**src/rtl/rf_config_controller.sv**
```systemverilog
// RF module configuration command controller: collects C0..C4 commands, updates parameters, returns responses.
// Optional macro RF_CFG_SAVE_EN adds a saved-parameter shadow bank (written by C0, restored by C4).
module rf_config_controller #(
   parameter logic [7:0]  DEFAULT_ADDH   = 8'h00,
   parameter logic [7:0]  DEFAULT_ADDL   = 8'h00,
   parameter logic [7:0]  DEFAULT_SPED   = 8'h1A,
   parameter logic [7:0]  DEFAULT_CHAN   = 8'h17,
   parameter logic [7:0]  DEFAULT_OPTION = 8'h44,
   parameter logic [7:0]  VERSION_ID     = 8'h32,
   parameter int unsigned BYTE_TIMEOUT   = 15000,
   parameter int unsigned RESET_HOLD     = 10000
) (
   input  logic       internal_clk,
   input  logic       rst_n,
   input  logic       sleep_mode,
   input  logic       rx_valid,
   input  logic [7:0] rx_data,
   output logic       tx_valid,
   output logic [7:0] tx_data,
   input  logic       tx_ready,
   output logic       AUX_config_ctrl,
   output logic [7:0] addh,
   output logic [7:0] addl,
   output logic [7:0] sped,
   output logic [7:0] chan,
   output logic [7:0] option
);

   localparam int unsigned       GAP_W     = $clog2(BYTE_TIMEOUT + 1);
   localparam int unsigned       HOLD_W    = $clog2(RESET_HOLD + 1);
   localparam logic [GAP_W-1:0]  GAP_LIMIT = GAP_W'(BYTE_TIMEOUT);
   localparam logic [HOLD_W-1:0] HOLD_LAST = HOLD_W'(RESET_HOLD - 1);

   localparam logic [7:0] CMD_SET_SAVE = 8'hC0;
   localparam logic [7:0] CMD_READ     = 8'hC1;
   localparam logic [7:0] CMD_SET_TEMP = 8'hC2;
   localparam logic [7:0] CMD_VERSION  = 8'hC3;
   localparam logic [7:0] CMD_RESET    = 8'hC4;

   typedef enum logic [2:0] {
      IDLE,
      COLLECT,
      EXEC,
      RESPOND,
      HOLD
   } state_t;

   state_t              state_q;
   state_t              state_d;
   logic [7:0]          cmd_buf [0:5];
   logic [2:0]          byte_cnt;
   logic [2:0]          resp_idx;
   logic [2:0]          resp_last;
   logic [GAP_W-1:0]    gap_cnt;
   logic [HOLD_W-1:0]   hold_cnt;

   logic                first_ok;
   logic                long_cmd;
   logic                timeout;
   logic                echo_bad;
   logic                accept;
   logic                discard;
   logic                handshake;

`ifdef RF_CFG_SAVE_EN
   logic [7:0]          save_bank [0:4];
`endif

   always_comb begin
      first_ok  = (rx_data >= CMD_SET_SAVE) && (rx_data <= CMD_RESET);
      long_cmd  = (cmd_buf[0] == CMD_SET_SAVE) || (cmd_buf[0] == CMD_SET_TEMP);
      timeout   = (gap_cnt >= GAP_LIMIT);
      echo_bad  = !long_cmd && (rx_data != cmd_buf[0]);
      handshake = tx_valid && tx_ready;
      accept    = 1'b0;
      discard   = 1'b0;
      state_d   = state_q;
      case (state_q)
         IDLE: begin
            if (rx_valid && sleep_mode && first_ok) begin
               accept  = 1'b1;
               state_d = COLLECT;
            end
         end
         COLLECT: begin
            if (!sleep_mode || timeout || (rx_valid && echo_bad)) begin
               discard = 1'b1;
               state_d = IDLE;
            end else if (rx_valid) begin
               accept = 1'b1;
               if (byte_cnt == (long_cmd ? 3'd5 : 3'd2)) begin
                  state_d = EXEC;
               end
            end
         end
         EXEC: begin
            if (cmd_buf[0] == CMD_RESET) begin
               state_d = HOLD;
            end else if (cmd_buf[0] >= CMD_SET_SAVE && cmd_buf[0] <= CMD_VERSION) begin
               state_d = RESPOND;
            end else begin
               state_d = IDLE;
            end
         end
         RESPOND: begin
            if (handshake && (resp_idx == resp_last)) begin
               state_d = IDLE;
            end
         end
         HOLD: begin
            if (hold_cnt == HOLD_LAST) begin
               state_d = IDLE;
            end
         end
         default: state_d = IDLE;
      endcase
   end

   // AUX is high exactly when the controller will be idle in the coming cycle.
   always_ff @(posedge internal_clk or negedge rst_n) begin
      if (!rst_n) begin
         state_q         <= IDLE;
         AUX_config_ctrl <= 1'b1;
      end else begin
         state_q         <= state_d;
         AUX_config_ctrl <= (state_d == IDLE);
      end
   end

   always_ff @(posedge internal_clk or negedge rst_n) begin
      if (!rst_n) begin
         for (int unsigned i = 0; i < 6; i++) begin
            cmd_buf[i] <= '0;
         end
         byte_cnt  <= '0;
         resp_idx  <= '0;
         resp_last <= '0;
         gap_cnt   <= '0;
         hold_cnt  <= '0;
         tx_valid  <= 1'b0;
         tx_data   <= '0;
         addh      <= DEFAULT_ADDH;
         addl      <= DEFAULT_ADDL;
         sped      <= DEFAULT_SPED;
         chan      <= DEFAULT_CHAN;
         option    <= DEFAULT_OPTION;
`ifdef RF_CFG_SAVE_EN
         save_bank[0] <= DEFAULT_ADDH;
         save_bank[1] <= DEFAULT_ADDL;
         save_bank[2] <= DEFAULT_SPED;
         save_bank[3] <= DEFAULT_CHAN;
         save_bank[4] <= DEFAULT_OPTION;
`endif
      end else begin
         case (state_q)
            IDLE: begin
               if (accept) begin
                  cmd_buf[0] <= rx_data;
                  byte_cnt   <= 3'd1;
                  gap_cnt    <= '0;
               end
            end
            COLLECT: begin
               if (discard) begin
                  byte_cnt <= '0;
                  gap_cnt  <= '0;
               end else if (accept) begin
                  cmd_buf[byte_cnt] <= rx_data;
                  byte_cnt          <= byte_cnt + 3'd1;
                  gap_cnt           <= '0;
               end else begin
                  gap_cnt <= gap_cnt + 1'b1;
               end
            end
            EXEC: begin
               byte_cnt <= '0;
               gap_cnt  <= '0;
               resp_idx <= '0;
               hold_cnt <= '0;
               case (cmd_buf[0])
                  CMD_SET_SAVE, CMD_SET_TEMP: begin
                     addh      <= cmd_buf[1];
                     addl      <= cmd_buf[2];
                     sped      <= cmd_buf[3];
                     chan      <= cmd_buf[4];
                     option    <= cmd_buf[5];
`ifdef RF_CFG_SAVE_EN
                     if (cmd_buf[0] == CMD_SET_SAVE) begin
                        for (int unsigned i = 0; i < 5; i++) begin
                           save_bank[i] <= cmd_buf[i+1];
                        end
                     end
`endif
                     resp_last <= 3'd5;
                     tx_valid  <= 1'b1;
                     tx_data   <= cmd_buf[0];
                  end
                  CMD_READ: begin
                     // Response is staged in the command buffer so RESPOND only walks an index.
                     cmd_buf[0] <= CMD_SET_SAVE;
                     cmd_buf[1] <= addh;
                     cmd_buf[2] <= addl;
                     cmd_buf[3] <= sped;
                     cmd_buf[4] <= chan;
                     cmd_buf[5] <= option;
                     resp_last  <= 3'd5;
                     tx_valid   <= 1'b1;
                     tx_data    <= CMD_SET_SAVE;
                  end
                  CMD_VERSION: begin
                     cmd_buf[1] <= VERSION_ID;
                     cmd_buf[2] <= 8'h00;
                     cmd_buf[3] <= 8'h14;
                     resp_last  <= 3'd3;
                     tx_valid   <= 1'b1;
                     tx_data    <= CMD_VERSION;
                  end
                  CMD_RESET: begin
`ifdef RF_CFG_SAVE_EN
                     addh   <= save_bank[0];
                     addl   <= save_bank[1];
                     sped   <= save_bank[2];
                     chan   <= save_bank[3];
                     option <= save_bank[4];
`else
                     addh   <= DEFAULT_ADDH;
                     addl   <= DEFAULT_ADDL;
                     sped   <= DEFAULT_SPED;
                     chan   <= DEFAULT_CHAN;
                     option <= DEFAULT_OPTION;
`endif
                  end
                  default: begin
                  end
               endcase
            end
            RESPOND: begin
               if (handshake) begin
                  if (resp_idx == resp_last) begin
                     tx_valid <= 1'b0;
                     tx_data  <= '0;
                  end else begin
                     resp_idx <= resp_idx + 3'd1;
                     tx_data  <= cmd_buf[resp_idx + 3'd1];
                  end
               end
            end
            HOLD: begin
               hold_cnt <= hold_cnt + 1'b1;
            end
            default: begin
            end
         endcase
      end
   end

endmodule

```
**config.mk**
```make
export PLATFORM = sky130hd
export DESIGN_NAME = rf_config_controller
export DESIGN_NICKNAME = d
export VERILOG_FILES = /design/src/rtl/rf_config_controller.sv
export SDC_FILE = /design/constraint.sdc
export NUM_CORES = 1
export LEC_CHECK = 0
export ABC_CLOCK_PERIOD_IN_PS = 2400
export CAP_MARGIN = 0
export CORE_ASPECT_RATIO = 2
export CORE_UTILIZATION = 50
export CTS_BUF_LIST = sky130_fd_sc_hd__clkbuf_16
export CTS_CLUSTER_SIZE = 12
export DETAILED_ROUTE_END_ITERATION = 7
export PLACE_DENSITY = 0.7
export REMOVE_ABC_BUFFERS = 1
export SYNTH_ARGS = -nofsm -noshare
export SYNTH_HDL_FRONTEND = slang
export SYNTH_SLANG_ARGS = --single-unit
```
**constraint.sdc**
```tcl
create_clock -name internal_clk -period 2.4 [get_ports internal_clk]
set_input_delay 0.48 -clock internal_clk [delete_from_list [all_inputs] [get_ports internal_clk]]
set_output_delay 0.48 -clock internal_clk [all_outputs]
set_load 0.05 [all_outputs]
```
==> summary.md, run 1 <==
| Metric | Value |
|---|---|
| Fin crit period | `2.33 ns` |
| Routed wire length | `21.0 mm` |
| Slowest stage delay, CP | `0.50 ns` |
| Core box area | `13900 um^2` |
| Max-Cap Viols | `0` |
| Number of flops mapped to enable cells by yosys | `0` |
| Post-placement cell count | `975` |
| Iteration-0 DRC Markers | `460` |
| Cell breakdown of the critical path | `ha_2 > buf_4 > mux4_2 > a21oi_1 > nor2_1 > a21oi_1 > o21ai_0` |
| TritonCTS clock tree | `yes` |
| Critical Path AT | `2.63 ns` |
| Placed cell area | `8340 um^2` |
| Cell Pwr Density | `a little under 600 nW/um^2` |
| Worst Path Class, Setup | `reg2reg` |
| Commonest non-fill, non-tap cells in the layout | `dfrtp_1, nand2_1, clkdlybuf4s50_1` |
| Vias in the first global route | `6260` |
| Std cell rows | `61` |
| Maximum VDD drop | `0.000448 V` |
| Seq/Total Area, Yosys | `0.486` |
| Fillcell total | `1154` |
| Status | `completed` |
| Port bufs | `62` |
| IO Count | `63` |
| Worst-skew pair later-pin latency | `0.43 ns` |
| Post-synthesis async set-or-reset flop share | `1.00` |
| Worst min-delay path class | `reg2reg` |
| CP Data Required Time | `approximately 2.7 ns` |
| Area delta synth->final | `25.6%` |
| Antenna-violating nets left | `0` |
| Synth area leader | `dfrtp_1` |
| GR Overflow Total | `0` |
| Layout Cells excl Fill | `1008` |
| Top-area cell type share of the netlist area | `0.449` |
| First drt pass iteration count | `5` |
| Largest net degree at the start of global routing | `53` |
| Num Clock Sinks | `138` |
| H-tree depth | `4` |
| Post CTS Setup Buffer Count | `0` |
| Area of the mapped netlist | `slightly above 7000 um^2` |
| Finish-stage setup viols | `0` |
| Max Slew Vio Count | `0` |
| CTS clk-pin slew, worst paths | `~0.060 ns` |
| Cells after Synth | `~710` |
| # diodes | `0` |
| Final hold viol count | `0` |
| Synth Area per Inst | `10.1 um^2` |
| Total number of vias | `6186` |
| DRC viols | `0` |
| Full die area | `14800 um^2` |
| Crit path max fanout | `6` |
| Drt via density | `6.14` |
| Total GRT Usage | `0.303` |
| Top delay family on crit path | `compound AO/OA/AOI/OAI gates` |
| Leakage power | `3.88 nW` |
| Flops & latches, synth | `138` |
| Commonest non-fill, non-tap cell in the layout | `dfrtp_1` |
| Most used cell, CP | `a21oi_1` |
| Worst relative slew slack | `0.532` |
| DPL Wire Length | `15.0 mm` |
| Yosys Warn Count | `0` |
| Post-route cell area | `8950 um^2` |
| Maximum clock path buffer count | `2` |
| Wirelength per Cell | `20.9 um` |
| Main synth FF type | `dfrtp_1` |
| Worst path slowest cell | `mux4_2` |
| Cell variety after synth | `67` |
| Initial antenna violation count | `0` |
| Layout net count | `roughly 820` |
| Least-Margin Pin Slew | `roughly 0.7 ns` |
| Number of CTS-inserted buffers | `17` |
| Root Buffer | `clkbuf_16` |
| Setup crit end kind | `register` |
| First-pass GRT wire length | `33.4 mm` |
| Synth area leaders | `dfrtp_1, a22o_1, nand2_1` |
| RSZ-0062 raised after global routing | `no` |
| Part of the cycle the worst path needs | `0.972` |
| Layout cell share with drive strength beyond 1 | `0.199` |
| Slack of the critical path | `0.0662 ns` |
| CP startpoint kind | `register` |
| Initial core utilization | `0.513` |
| Die W | `86.4 um` |
| GP Congestion | `0.965` |
| Die H | `~170 um` |
| Design Power | `a little over 5 mW` |
| F_max | `0.428 GHz` |
| Post-Place Setup Slack | `-0.181 ns` |
| WP buf/inv | `1` |
| Hold Slack | `0.486 ns` |
| Setup Skew | `0.00824 ns` |
synthesized netlist by cell type (all sizes together) (2+ instances only):
library cell  count
nand2            78
xnor2            14
xor2             10
nand3            14
and4bb            3
inv              19
a21o              3
nor4              2
clkbuf           26
a31oi             5
a22o             43
o22ai             7
nand2b            3
and2              3
nor2             50
o21a              2
ha                5
mux2              5
a22oi            19
nor3b             2
and3              8
nand4            14
a21oi            52
o22a             19
o211ai            3
o21ai            48
o31ai             2
dfrtp           128
nor3             17
mux4              8
nand3b            5
or2              19
buf              20
mux2i            26
dfstp            10
repair_timing:
item                                    CTS  global route
endpoints found under the hold margin    33             0
hold buffers                              1             0
gates resized for setup                   1             2
pin swaps                                 0             0
endpoints found under the setup margin    1             2
sequential cells by signal, summed over array words and instances (netlist names), 8 cells and up:
register,flops
cmd_buf,48
gap_cnt,14
hold_cnt,14
addh,8
addl,8
chan,8
option,8
sped,8
tx_data,8
metal layers:
layer / up-vias / wire length (um) / share of wire / GRT usage
li1: 2777 / - / - / -
met1: 3084 / 7760 / 0.37 / 0.341
met2: 235 / 10900 / 0.52 / 0.517
met3: 90 / 933 / 0.044 / 0.0507
met4: 0 / 1420 / 0.067 / 0.205
met5: - / 0 / 0 / 0
power breakdown:
part           internal (mW)  leakage (nW)  switching (mW)
Clock                   1.55         0.284            1.10
Sequential              2.33          1.82          0.0170
Combinational         0.0706          1.77           0.109
Total                   3.95          3.88            1.22
per-stage QoR:
step,util,setup TNS (ns)
2_1_floorplan,-,-154.35
3_3_place_gp,0.601,-1.82
3_5_place_dp,0.601,-3.06
4_1_cts,0.644,0
5_1_grt,0.644,0
6_report,0.644,0
cells by family after synthesis:
kind of cell               synth area share
buffers and inverters                0.0407
adders and majority gates           0.00878
and+or+nand+nor                       0.155
DFF                                   0.486
muxes                                0.0697
xor gates and xnor gates             0.0295
AOI/OAI and AO/OA                     0.210
layout make-up:
| class | instances | area (um^2) | share of cell area |
|---|---|---|---|
| multi-input cells | 504 | 3400 | 0.379 |
| flip-flops and latches | 138 | 3470 | 0.387 |
| clock buffers | 17 | 425 | 0.0475 |
| repair buffers | 126 | 1190 | 0.133 |
| inverters | 19 | 71.3 | 0.00797 |
| well taps | 189 | 236 | 0.0264 |
| clock inverters | 15 | 165 | 0.0184 |
tightest hold or removal path, stage by stage (launching register included):
cell     delay, ns
dfrtp_1       0.34
nand2_1       0.05
o21ai_0       0.06
worst paths after layout:
kind                                              start                       end  slack (ns)  depth (start not counted)
min in group asynchronous                         rst_n  hold_cnt[11]$_DFFE_PN0P_        0.51                          2
worst min register to register   tx_data[1]$_DFFE_PN0P_    tx_data[1]$_DFFE_PN0P_        0.49                          2
max in group asynchronous                         rst_n       addh[1]$_DFFE_PN0P_        1.17                          3
worst min-delay path             tx_data[1]$_DFFE_PN0P_    tx_data[1]$_DFFE_PN0P_        0.49                          2
worst max register to register  resp_idx[1]$_DFFE_PN0P_    tx_data[1]$_DFFE_PN0P_        0.07                          7
worst max-delay path            resp_idx[1]$_DFFE_PN0P_    tx_data[1]$_DFFE_PN0P_        0.07                          7
Note: power is estimated with default switching activity, not from simulation.
==> inputs of run 2 (changes only) <==
RECOVER_POWER = 50   (was default)
==> run 2 against run 1 <==
Flip-flop and latch count unchanged. Largest power group unchanged. Critical endpoint unchanged. Clock power about the same. Highest routed layer unchanged. Non-clock buffer count stayed put. Largest cell class unchanged. Critical path type unchanged.
==> summary.md, run 2 (synthesized netlist as in run 1, its figures left out) <==
| Metric | Value |
|---|---|
| Post CTS Setup Buffer Count | `0` |
| H-tree depth | `4` |
| Worst relative slew slack | `0.403` |
| Least-Margin Pin Slew | `0.896 ns` |
| Area delta synth->final | `25.1%` |
| Fin crit period | `2.35 ns` |
| Setup crit end kind | `register` |
| Worst path slowest cell | `mux4_2` |
| Commonest non-fill, non-tap cell in the layout | `dfrtp_1` |
| Total GRT Usage | `0.303` |
| GP Congestion | `between 0.9 and 1` |
| Post-route cell area | `between 8000 and 9000 um^2` |
| Placed cell area | `~8300 um^2` |
| Cell breakdown of the critical path | `ha_2 > buf_4 > mux4_2 > a21oi_1 > nor2_1 > a21oi_1 > o21ai_0` |
| Worst-skew pair later-pin latency | `0.42 ns` |
| Routed wire length | `approximately 21 mm` |
| TritonCTS clock tree | `yes` |
| Part of the cycle the worst path needs | `0.978` |
| DPL Wire Length | `15.0 mm` |
| Std cell rows | `61` |
| Die H | `171 um` |
| Cell Pwr Density | `579 nW/um^2` |
| Final Util | `0.642` |
| Layout net count | `824` |
| Worst min-delay path class | `reg2reg` |
| Number of CTS-inserted buffers | `17` |
| # diodes | `0` |
| Maximum clock path buffer count | `2` |
| Port bufs | `62` |
| Most used cell, CP | `a21oi_1` |
| Critical Path AT | `approximately 2.6 ns` |
| Layout cell share with drive strength beyond 1 | `0.193` |
| Die W | `86.4 um` |
| DRC viols | `0` |
| Crit path max fanout | `6` |
| First drt pass iteration count | `5` |
| Finish-stage setup viols | `0` |
| CP Data Required Time | `around 2.7 ns` |
| Iteration-0 DRC Markers | `approximately 430` |
| Initial antenna violation count | `0` |
| Full die area | `~15000 um^2` |
| Max Slew Vio Count | `0` |
| CP startpoint kind | `register` |
| First-pass GRT wire length | `33.4 mm` |
| Largest register by flop count | `cmd_buf` |
| R2R Setup Slk | `0.05 ns` |
| Fillcell total | `1164` |
| Largest regs | `cmd_buf x48, gap_cnt x14, hold_cnt x14` |
| Core box area | `13900 um^2` |
| Commonest non-fill, non-tap cells in the layout | `dfrtp_1, nand2_1, clkdlybuf4s50_1` |
| Worst Path Class, Setup | `reg2reg` |
| Root Buffer | `clkbuf_16` |
| GR Overflow Total | `0` |
| Antenna-violating nets left | `0` |
| Initial core utilization | `0.513` |
| Post-Place Setup Slack | `-0.181 ns` |
| Leakage power | `3.86 nW` |
| Hold Slack | `between 0.4 and 0.5 ns` |
| Final hold viol count | `0` |
| Num Clock Sinks | `around 140` |
| Setup Skew | `0.00812 ns` |
| Number of flip-flops in the largest register | `between 40 and 50` |
| Slowest stage delay, CP | `0.50 ns` |
| Vias in the first global route | `6260` |
| Drt via density | `approximately 6` |
| Status | `completed` |
| Maximum VDD drop | `0.000441 V` |
| RSZ-0062 raised after global routing | `no` |
| IO Count | `63` |
| Wirelength per Cell | `about 21 um` |
| Largest net degree at the start of global routing | `53` |
| CTS clk-pin slew, worst paths | `0.06 ns` |
| F_max | `0.426 GHz` |
| Max-Cap Viols | `0` |
| Total number of vias | `6161` |
| Slack of the critical path | `0.0533 ns` |
| Setup TNS | `0 ns` |
run 2: layer usage:
layer | up-vias | wire [um] | track usage
met4 | 0 | 1370 | 0.205
li1 | 2774 | - | -
met3 | 88 | 1020 | 0.0507
met2 | 263 | 10900 | 0.517
met5 | - | 0 | 0
met1 | 3036 | 7690 | 0.341
run 2: stage by stage:
| step | power (mW) | std cells |
|---|---|---|
| global route | 5.33 | 1008 |
| detailed placement | 2.57 | 975 |
| CTS | 5.21 | 1008 |
| floorplan | 2.44 | 661 |
| global placement | 2.56 | 975 |
| finish | 5.17 | 1008 |
run 2: critical path, delay by kind of cell (launching register included):
family / cells / cell delay (ns)
flops: 1 / 0.39
compound gates: 3 / 0.58
buf+inv: 1 / 0.19
fa+ha+maj: 1 / 0.46
simple gates: 1 / 0.09
mux: 1 / 0.50
run 2: repair_timing:
| action | in CTS | in global routing |
|---|---|---|
| hold endpoints to repair | 33 | 0 |
| setup endpoints to repair | 1 | 2 |
| resized for setup | 1 | 2 |
| hold buffers | 1 | 0 |
| pin swaps | 0 | 0 |
| cloned | 0 | 0 |
run 2: area by class of cell:
type	instances	area, um^2	area share
timing repair buffer	126	1160	0.130
clock inverter	15	165	0.0185
multi-input combinational	504	3390	0.381
sequential	138	3470	0.389
inverter	19	71.3	0.00800
tap	189	236	0.0265
clock buffer	17	425	0.0477
run 2: path summary, 6_finish.rpt:
check	start	cells past startpoint	to
min in group asynchronous	rst_n	2	hold_cnt[9]$_DFFE_PN0P_
setup / recovery	resp_idx[1]$_DFFE_PN0P_	7	tx_data[1]$_DFFE_PN0P_
hold reg to reg	tx_data[4]$_DFFE_PN0P_	2	tx_data[4]$_DFFE_PN0P_
hold / removal	tx_data[4]$_DFFE_PN0P_	2	tx_data[4]$_DFFE_PN0P_
max in group asynchronous	rst_n	3	cmd_buf[14]$_DFFE_PN0P_
setup reg to reg	resp_idx[1]$_DFFE_PN0P_	7	tx_data[1]$_DFFE_PN0P_
run 2: power by group:
group | switching (mW) | total [mW] | internal, mW
registers | 0.0171 | 2.35 | 2.33
clock network | 1.09 | 2.64 | 1.55
logic | 0.109 | 0.174 | 0.0656
total | 1.22 | 5.17 | 3.95
